File: config.mk
export PLATFORM = sky130hd
export DESIGN_NAME = seven_seg_scan_ctrl
export DESIGN_NICKNAME = d
export VERILOG_FILES = /design/src/rtl/seven_seg_scan_ctrl.sv
export SDC_FILE = /design/constraint.sdc
export NUM_CORES = 1
export LEC_CHECK = 0
export CAP_MARGIN = 10
export CORE_ASPECT_RATIO = 1.25
export CORE_MARGIN = 8
export CORE_UTILIZATION = 55
export CTS_CLUSTER_SIZE = 12
export DETAILED_ROUTE_END_ITERATION = 8
export GPL_ROUTABILITY_DRIVEN = 1
export PLACE_DENSITY = 0.75
export RECOVER_POWER = 100
export SYNTH_ARGS = -nofsm -noshare
export SYNTH_HDL_FRONTEND = slang
export SYNTH_SLANG_ARGS = --single-unit
File: constraint.sdc
create_clock -name clk -period 2.45 [get_ports clk]
set_input_delay 0.3675 -clock clk [delete_from_list [all_inputs] [get_ports clk]]
set_output_delay 0.3675 -clock clk [all_outputs]
set_load 0.02 [all_outputs]
File: src/rtl/seven_seg_scan_ctrl.sv
// rtl/seven_seg_scan_ctrl.sv - 4-digit seven-segment scan controller with frame-synchronous update
module seven_seg_scan_ctrl #(
    parameter int REFRESH_DIV = 100_000,
    parameter int DEAD_CYCLES = 16
) (
    input  logic        clk,
    input  logic        reset,
    input  logic        wr_valid,
    output logic        wr_ready,
    input  logic [15:0] wr_digits,
    input  logic        wr_blank_lz,
    output logic [6:0]  seven_seg,
    output logic [3:0]  an,
    output logic        frame_done
);

    localparam int CW = (REFRESH_DIV > 2) ? $clog2(REFRESH_DIV) : 1;
    localparam logic [CW-1:0] CNT_MAX = CW'(REFRESH_DIV - 1);
    localparam logic [CW-1:0] DEAD    = CW'(DEAD_CYCLES);

    logic [CW-1:0] cnt;
    logic [1:0]    idx;
    logic [15:0]   disp;
    logic          disp_lz;
    logic [15:0]   pend;
    logic          pend_lz;
    logic          pend_full;

    logic          slot_end;
    logic          boundary;
    logic [3:0]    nibble;
    logic [3:0]    blank;
    logic [6:0]    seg_next;
    logic [3:0]    an_next;

    assign slot_end = (cnt == CNT_MAX);
    assign boundary = slot_end && (idx == 2'd3);
    assign wr_ready = reset && !pend_full;

    // A digit is blanked only if it and every higher digit are zero.
    assign blank[3] = disp_lz && (disp[15:12] == 4'd0);
    assign blank[2] = blank[3] && (disp[11:8] == 4'd0);
    assign blank[1] = blank[2] && (disp[7:4] == 4'd0);
    assign blank[0] = 1'b0;

    always_comb begin
        nibble = disp[3:0];
        case (idx)
            2'd0: nibble = disp[3:0];
            2'd1: nibble = disp[7:4];
            2'd2: nibble = disp[11:8];
            2'd3: nibble = disp[15:12];
            default: nibble = disp[3:0];
        endcase
    end

    always_comb begin
        seg_next = 7'b1111111;
        an_next  = 4'b1111;
        if (cnt >= DEAD && !blank[idx]) begin
            an_next = ~(4'b0001 << idx);
            case (nibble)
                4'd0: seg_next = 7'b0000001;
                4'd1: seg_next = 7'b1001111;
                4'd2: seg_next = 7'b0010010;
                4'd3: seg_next = 7'b0000110;
                4'd4: seg_next = 7'b1001100;
                4'd5: seg_next = 7'b0100100;
                4'd6: seg_next = 7'b0100000;
                4'd7: seg_next = 7'b0001111;
                4'd8: seg_next = 7'b0000000;
                4'd9: seg_next = 7'b0000100;
                default: seg_next = 7'b1111111;
            endcase
        end
    end

    always_ff @(posedge clk) begin
        if (!reset) begin
            cnt        <= '0;
            idx        <= 2'd0;
            disp       <= 16'd0;
            disp_lz    <= 1'b0;
            pend       <= 16'd0;
            pend_lz    <= 1'b0;
            pend_full  <= 1'b0;
            an         <= 4'b1111;
            seven_seg  <= 7'b1111111;
            frame_done <= 1'b0;
        end else begin
            an         <= an_next;
            seven_seg  <= seg_next;
            frame_done <= boundary;

            if (slot_end) begin
                cnt <= '0;
                idx <= idx + 2'd1;
            end else begin
                cnt <= cnt + CW'(1);
            end

            // Pending data only moves to the display at a frame boundary.
            if (boundary && pend_full) begin
                disp      <= pend;
                disp_lz   <= pend_lz;
                pend_full <= 1'b0;
            end else if (wr_valid && wr_ready) begin
                pend      <= wr_digits;
                pend_lz   <= wr_blank_lz;
                pend_full <= 1'b1;
            end
        end
    end

endmodule

==> metrics.txt, run 1 <==
share of the synthesized area in the top cell type 0.448; first-pass GRT wire length 11.1 mm; area of the multi-input gates 1490 sq um; Worst-Skew Late Latency 0.35 ns; vias in the first global route 2,551; final-layout fill cell count 454; Worst Path Buf+Inv 2; Crit Path Class flop to flop; post-CTS sizing 0; IO buf count 32; Cells after Synth 354; antenna diode count 0; commonest non-fill, non-tap cells in the layout 65 x dfxtp_1, 44 x nand2_1, 42 x o21ai_0; I/O Pins 33; overall routed net length 6.61 mm; Seq cells post-synth 66; Critical Path Source Type flop; Power per Cell Area 574 nW/um^2; initial DRC count 173; Slew Viols, Final 0; CTS tree done; htree depth 3; HP Class flop to flop; DR pass1 iterations 4; Clock Sinks 66; final hold slack 0.462 ns; Residual DRC 0; vias 2,620; area grow syn2layout 19.3%; register area 1320 sq um; share of layout cells above drive strength 1 0.0816; CP Capture Type flop; count of cell types in the netlist 40; grt ovf 0; post-CTS setup buffers 0; Final Hold Violating Endpoints 0; Die Y-Extent 97.9 microns; routability cong. 0.899; largest net degree at the start of global routing 35; FMAX 0.430 GHz; slowest cell on the critical path dfxtp_2; row count 30; critical path's top delay family adder cells; final clock skew 0.00960 ns; Max FO, Critical Path 6; Worst slew margin 0.255; Setup Viol. Count Final 0; hold_buf cts 0; Ys Warns 0; full die area 7980 sq um; TNS Setup 0 ns; Die X 81.5 microns; Syn Area/Cell 8.33 sq um; synthesized area 2950 sq um; CTS buffer count 9; clock period minus worst slack 2.32 ns; Worst Path Required 2.66 ns; wire length per cell 14.5 microns; CP peak stage delay 0.38 ns; Pleak 1.22 nW; top cell type by total area after synthesis dfxtp_1; slew of the pin with the lowest slew margin 1.12 ns; Initial Utilization 0.557; commonest non-fill, non-tap cell in the layout dfxtp_1; outcome complete, no violations; Bufs on Longest Clock Path 2; unrepaired setup endpoints after global routing false; cells along the critical path inv_1 -> ha_1 -> a22oi_1 -> nand2_1 -> mux2i_1 -> inv_1 -> ha_1 -> and2_0 -> a221oi_1 -> o211ai_1; hpwl dp 4.63 mm; Total Routing Usage GR 0.172; Reg clk slew, reported paths 0.07 ns; Root Buffer clkbuf_8; top cells by area, synth dfxtp_1 45%, o21ai_0 7.1%, nand2_1 5.6%; WP data arrival 2.54 ns; initial antenna violation count 0; ANT nets after route 0; Syn Nets 387; Vias/cell 5.75; fin crit share 0.948; post-synthesis sequential area ratio 0.448; core area 5290 sq um; max_cap viols 0; fin nets 420; VDD IR max 0.385 mV
-- final cells by class --
type                    count  share of cell area
multi-input cells         253               0.423
repair buffers             44               0.113
clock buffers              10              0.0391
well taps                  64              0.0228
inverters                  13              0.0139
flip-flops and latches     66               0.376
clock inverters             6              0.0121
-- where the power goes --
group / total [mW] / internal (mW) / switching [mW]
clock network: 0.822 / 0.393 / 0.428
logic: 0.0854 / 0.0439 / 0.0414
registers: 1.11 / 1.10 / 0.0154
-- final timing paths --
kind              slack [ns]  cells after the start                  start                      end
setup / recovery        0.13                     10    idx[0]$_SDFFE_PN0P_  seven_seg[1]$_SDFF_PN1_
hold / removal          0.46                      2  pend[15]$_SDFFE_PN0P_    pend[15]$_SDFFE_PN0P_
setup reg to reg        0.13                     10    idx[0]$_SDFFE_PN0P_  seven_seg[1]$_SDFF_PN1_
hold reg to reg         0.46                      2  pend[15]$_SDFFE_PN0P_    pend[15]$_SDFFE_PN0P_
-- synthesized netlist by cell type --
cell,n
or3_1,6
a221o_1,1
nand2_1,44
a41oi_1,1
a21oi_1,26
buf_6,1
a221oi_1,3
and3_1,2
o21ai_4,1
dfxtp_1,66
o211ai_1,5
a22oi_1,2
clkbuf_1,20
o22ai_1,1
nor3_2,1
nand4_1,6
a211oi_1,2
o21ai_0,42
nor3_1,6
nor2_1,18
nor3b_1,1
nor4_1,7
or4_1,2
a222oi_1,2
nand2b_1,1
a22o_1,1
and2_1,5
or2_2,1
xnor2_1,9
a21o_1,2
a2111oi_0,1
inv_1,13
nand3_1,30
or4_4,2
buf_2,1
ha_1,13
o31ai_1,1
nor2b_1,2
xor2_1,3
mux2i_1,3
-- worst register-to-register path, cell delays in order, from the launching register on --
cell and delay, ns:
dfxtp_2 0.38, inv_1 0.11, ha_1 0.30, a22oi_1 0.18
nand2_1 0.11, mux2i_1 0.28, inv_1 0.13, ha_1 0.23
and2_0 0.13, a221oi_1 0.24, o211ai_1 0.11
-- metal layers --
layer | global-route usage | wire [microns] | up-vias
met5 | 0 | 0 | -
met4 | 0.0814 | 93 | 0
met3 | 0.0579 | 354 | 8
met2 | 0.263 | 3150 | 62
met1 | 0.208 | 3010 | 1242
li1 | - | - | 1308
-- per-stage QoR --
| step | cells | worst slack [ns] | util | instance area [sq um] | power, mW |
|---|---|---|---|---|---|
| after floorplan | 354 | 0.233 | - | 2950 | 1.18 |
| after global placement | 440 | 0.252 | 0.634 | 3350 | 1.22 |
| after detailed placement | 440 | 0.130 | 0.634 | 3350 | 1.22 |
| after CTS | 456 | 0.0966 | 0.668 | 3530 | 2.03 |
| after global routing | 456 | 0.0213 | 0.665 | 3520 | 2.09 |
| final | 456 | 0.127 | 0.665 | 3520 | 2.02 |
-- flip-flops by register name (all words and copies together) (netlist names) --
| signal | count |
|---|---|
| frame_done | 1 |
| disp_lz | 1 |
| an | 4 |
| pend_full | 1 |
| idx | 2 |
| pend | 16 |
| seven_seg | 7 |
| cnt | 17 |
| disp | 16 |
| pend_lz | 1 |
-- kinds of logic after synthesis --
kind of cell,count (synthesis),synth area share
buffers and inverters,35,0.0475
AOI/OAI and AO/OA,91,0.182
DFF,66,0.448
and+or+nand+nor,134,0.222
adders and majority gates,13,0.0551
xor gates and xnor gates,12,0.0356
muxes,3,0.0102
No activity file was read; power rests on OpenSTA's default activity.
==> run 2: changes to the inputs <==
CTS_CLUSTER_DIAMETER = 50   (was unset)
==> results of run 2 <==
No change in the layout: final DEF, timing and power equal those of run 1.
==> run 3: changes to the inputs <==
RECOVER_POWER = 25   (was 100)
==> run 3 against run 2 <==
Global-route usage stayed put. Hold slack better by 0.0019 ns. Critical path type unchanged. Cell count stayed put. Via count is 0.27% higher. Die area stayed put. First-iteration DRC count is 11% lower. Setup slack better by 0.027 ns. Final area is 0.39% higher. Fmax is 1.2% higher. Sequential power hardly changed.
==> metrics.txt, run 3 (same netlist as run 1, synthesis figures left out) <==
Worst Path Buf+Inv 2; FMAX 0.435 GHz; area grow syn2layout 19.7%; Worst slew margin 0.253; worst reg2reg startpoint idx[0]$_SDFFE_PN0P_; max reg flops 17; VDD IR max 0.383 mV; commonest non-fill, non-tap cell in the layout dfxtp_1; Die X 81.5 microns; initial DRC count 154; row count 30; core area 5290 sq um; Pleak 1.24 nW; HP Class flop to flop; critical path's top delay family compound AO/OA/AOI/OAI gates; Max FO, Critical Path 6; clock period minus worst slack 2.30 ns; outcome complete, no violations; Critical Path Source Type flop; Setup Viol. Count Final 0; htree depth 3; Hold Crit Start pend[2]$_SDFFE_PN0P_; ANT nets after route 0; fin crit share 0.937; Clock Sinks 66; WHS Path Cells 2; first-pass GRT wire length 11.1 mm; Worst Path Required 2.66 ns; Vias/cell 5.76; DR pass1 iterations 5; Reg clk slew, reported paths 0.07 ns; TNS Setup 0 ns; hold_buf cts 0; Die Y-Extent 97.9 microns; Largest Register cnt; grt ovf 0; Total Routing Usage GR 0.172; final clock skew 0.00815 ns; I/O Pins 33; Reg2Reg Depth 9; vias in the first global route 2,551; Residual DRC 0; Slew Viols, Final 0; Post-Layout Inst Area 3530 sq um; Final Hold Violating Endpoints 0; slowest cell on the critical path dfxtp_2; fin nets 420; CTS buffer count 9; Power per Cell Area 570 nW/um^2; Crit Path Class flop to flop; IO buf count 32; initial antenna violation count 0; wire length per cell 14.4 microns; Bufs on Longest Clock Path 2; WP data arrival 2.51 ns; largest net degree at the start of global routing 35; CTS tree done; cells along the critical path inv_1 -> ha_1 -> a222oi_1 -> mux2i_1 -> buf_4 -> ha_1 -> and2_1 -> a221oi_1 -> o211ai_1; r2r setup slk 0.15 ns; Initial Utilization 0.557; most frequent cell on the critical path ha_1; vias 2,627; hpwl dp 4.63 mm; Worst R2R End seven_seg[1]$_SDFF_PN1_; share of layout cells above drive strength 1 0.0893; slew of the pin with the lowest slew margin 1.12 ns; Worst-Skew Late Latency 0.35 ns; Final Power 2.01 mW; antenna diode count 0; Worst Hold End pend[2]$_SDFFE_PN0P_; unrepaired setup endpoints after global routing false; Largest regs cnt x17, disp x16, pend x16; commonest non-fill, non-tap cells in the layout 65 x dfxtp_1, 44 x nand2_1, 42 x o21ai_0; max_cap viols 0; CP Capture Type flop; CP peak stage delay 0.38 ns; post-placement cell area 3350 sq um; routability cong. 0.899; full die area 7980 sq um; overall routed net length 6.57 mm; Root Buffer clkbuf_8
[run 3: area by class of cell]
cell class | count | area (sq um)
Fill cell | 450 | 1760
Multi-Input combinational cell | 253 | 1500
Sequential cell | 66 | 1320
Timing Repair Buffer | 44 | 400
Clock buffer | 10 | 138
Tap cell | 64 | 80.1
Inverter | 13 | 48.8
Clock inverter | 6 | 42.5
[run 3: power breakdown]
| group | total (mW) | internal (mW) | leakage, nW | switching [mW] |
|---|---|---|---|---|
| combinational | 0.0855 | 0.0443 | 0.617 | 0.0412 |
| clock | 0.816 | 0.393 | 0.0882 | 0.423 |
| sequential | 1.11 | 1.10 | 0.536 | 0.0154 |
[run 3: per-stage QoR]
step                      worst slack (ns)  std cells  hold WS [ns]  utilization
final                                0.154        456         0.464        0.667
after floorplan                      0.233        354         0.436            -
after detailed placement             0.130        440         0.453        0.634
after global placement               0.252        440         0.447        0.634
after global routing                0.0325        456         0.489        0.667
after CTS                           0.0966        456         0.463        0.668
[run 3: what timing repair did]
action / CTS / global route
setup endpoints to repair: 0 / 5
endpoints found under the hold margin: 0 / 0
gates resized for setup: 0 / 3
buffers inserted: 0 / 0
[run 3: worst max-delay path by stage]
stage	start	depth (start not counted)	to	slack, ns
floorplan	idx[0]$_SDFFE_PN0P_	9	seven_seg[6]$_SDFF_PN1_	0.23
global placement	idx[0]$_SDFFE_PN0P_	9	seven_seg[1]$_SDFF_PN1_	0.25
detailed placement	idx[1]$_SDFFE_PN0P_	9	seven_seg[1]$_SDFF_PN1_	0.13
CTS	idx[0]$_SDFFE_PN0P_	9	seven_seg[2]$_SDFF_PN1_	0.1
global route	idx[0]$_SDFFE_PN0P_	9	seven_seg[1]$_SDFF_PN1_	0.03
finish	idx[0]$_SDFFE_PN0P_	9	seven_seg[1]$_SDFF_PN1_	0.15
[run 3: worst register-to-register path: stages (launching register included)]
cell      delay [ns]
dfxtp_2         0.38
inv_1           0.11
ha_1            0.29
a222oi_1        0.34
mux2i_1         0.19
buf_4           0.19
ha_1            0.19
and2_1          0.14
a221oi_1        0.24
o211ai_1        0.11
[run 3: metal layers]
layer	track usage	up-vias	wire (microns)	share of wire
li1	-	1314	-	-
met1	0.208	1231	2950	0.45
met2	0.263	72	3130	0.48
met3	0.0579	10	380	0.058
met4	0.0814	0	111	0.017
met5	0	-	0	0
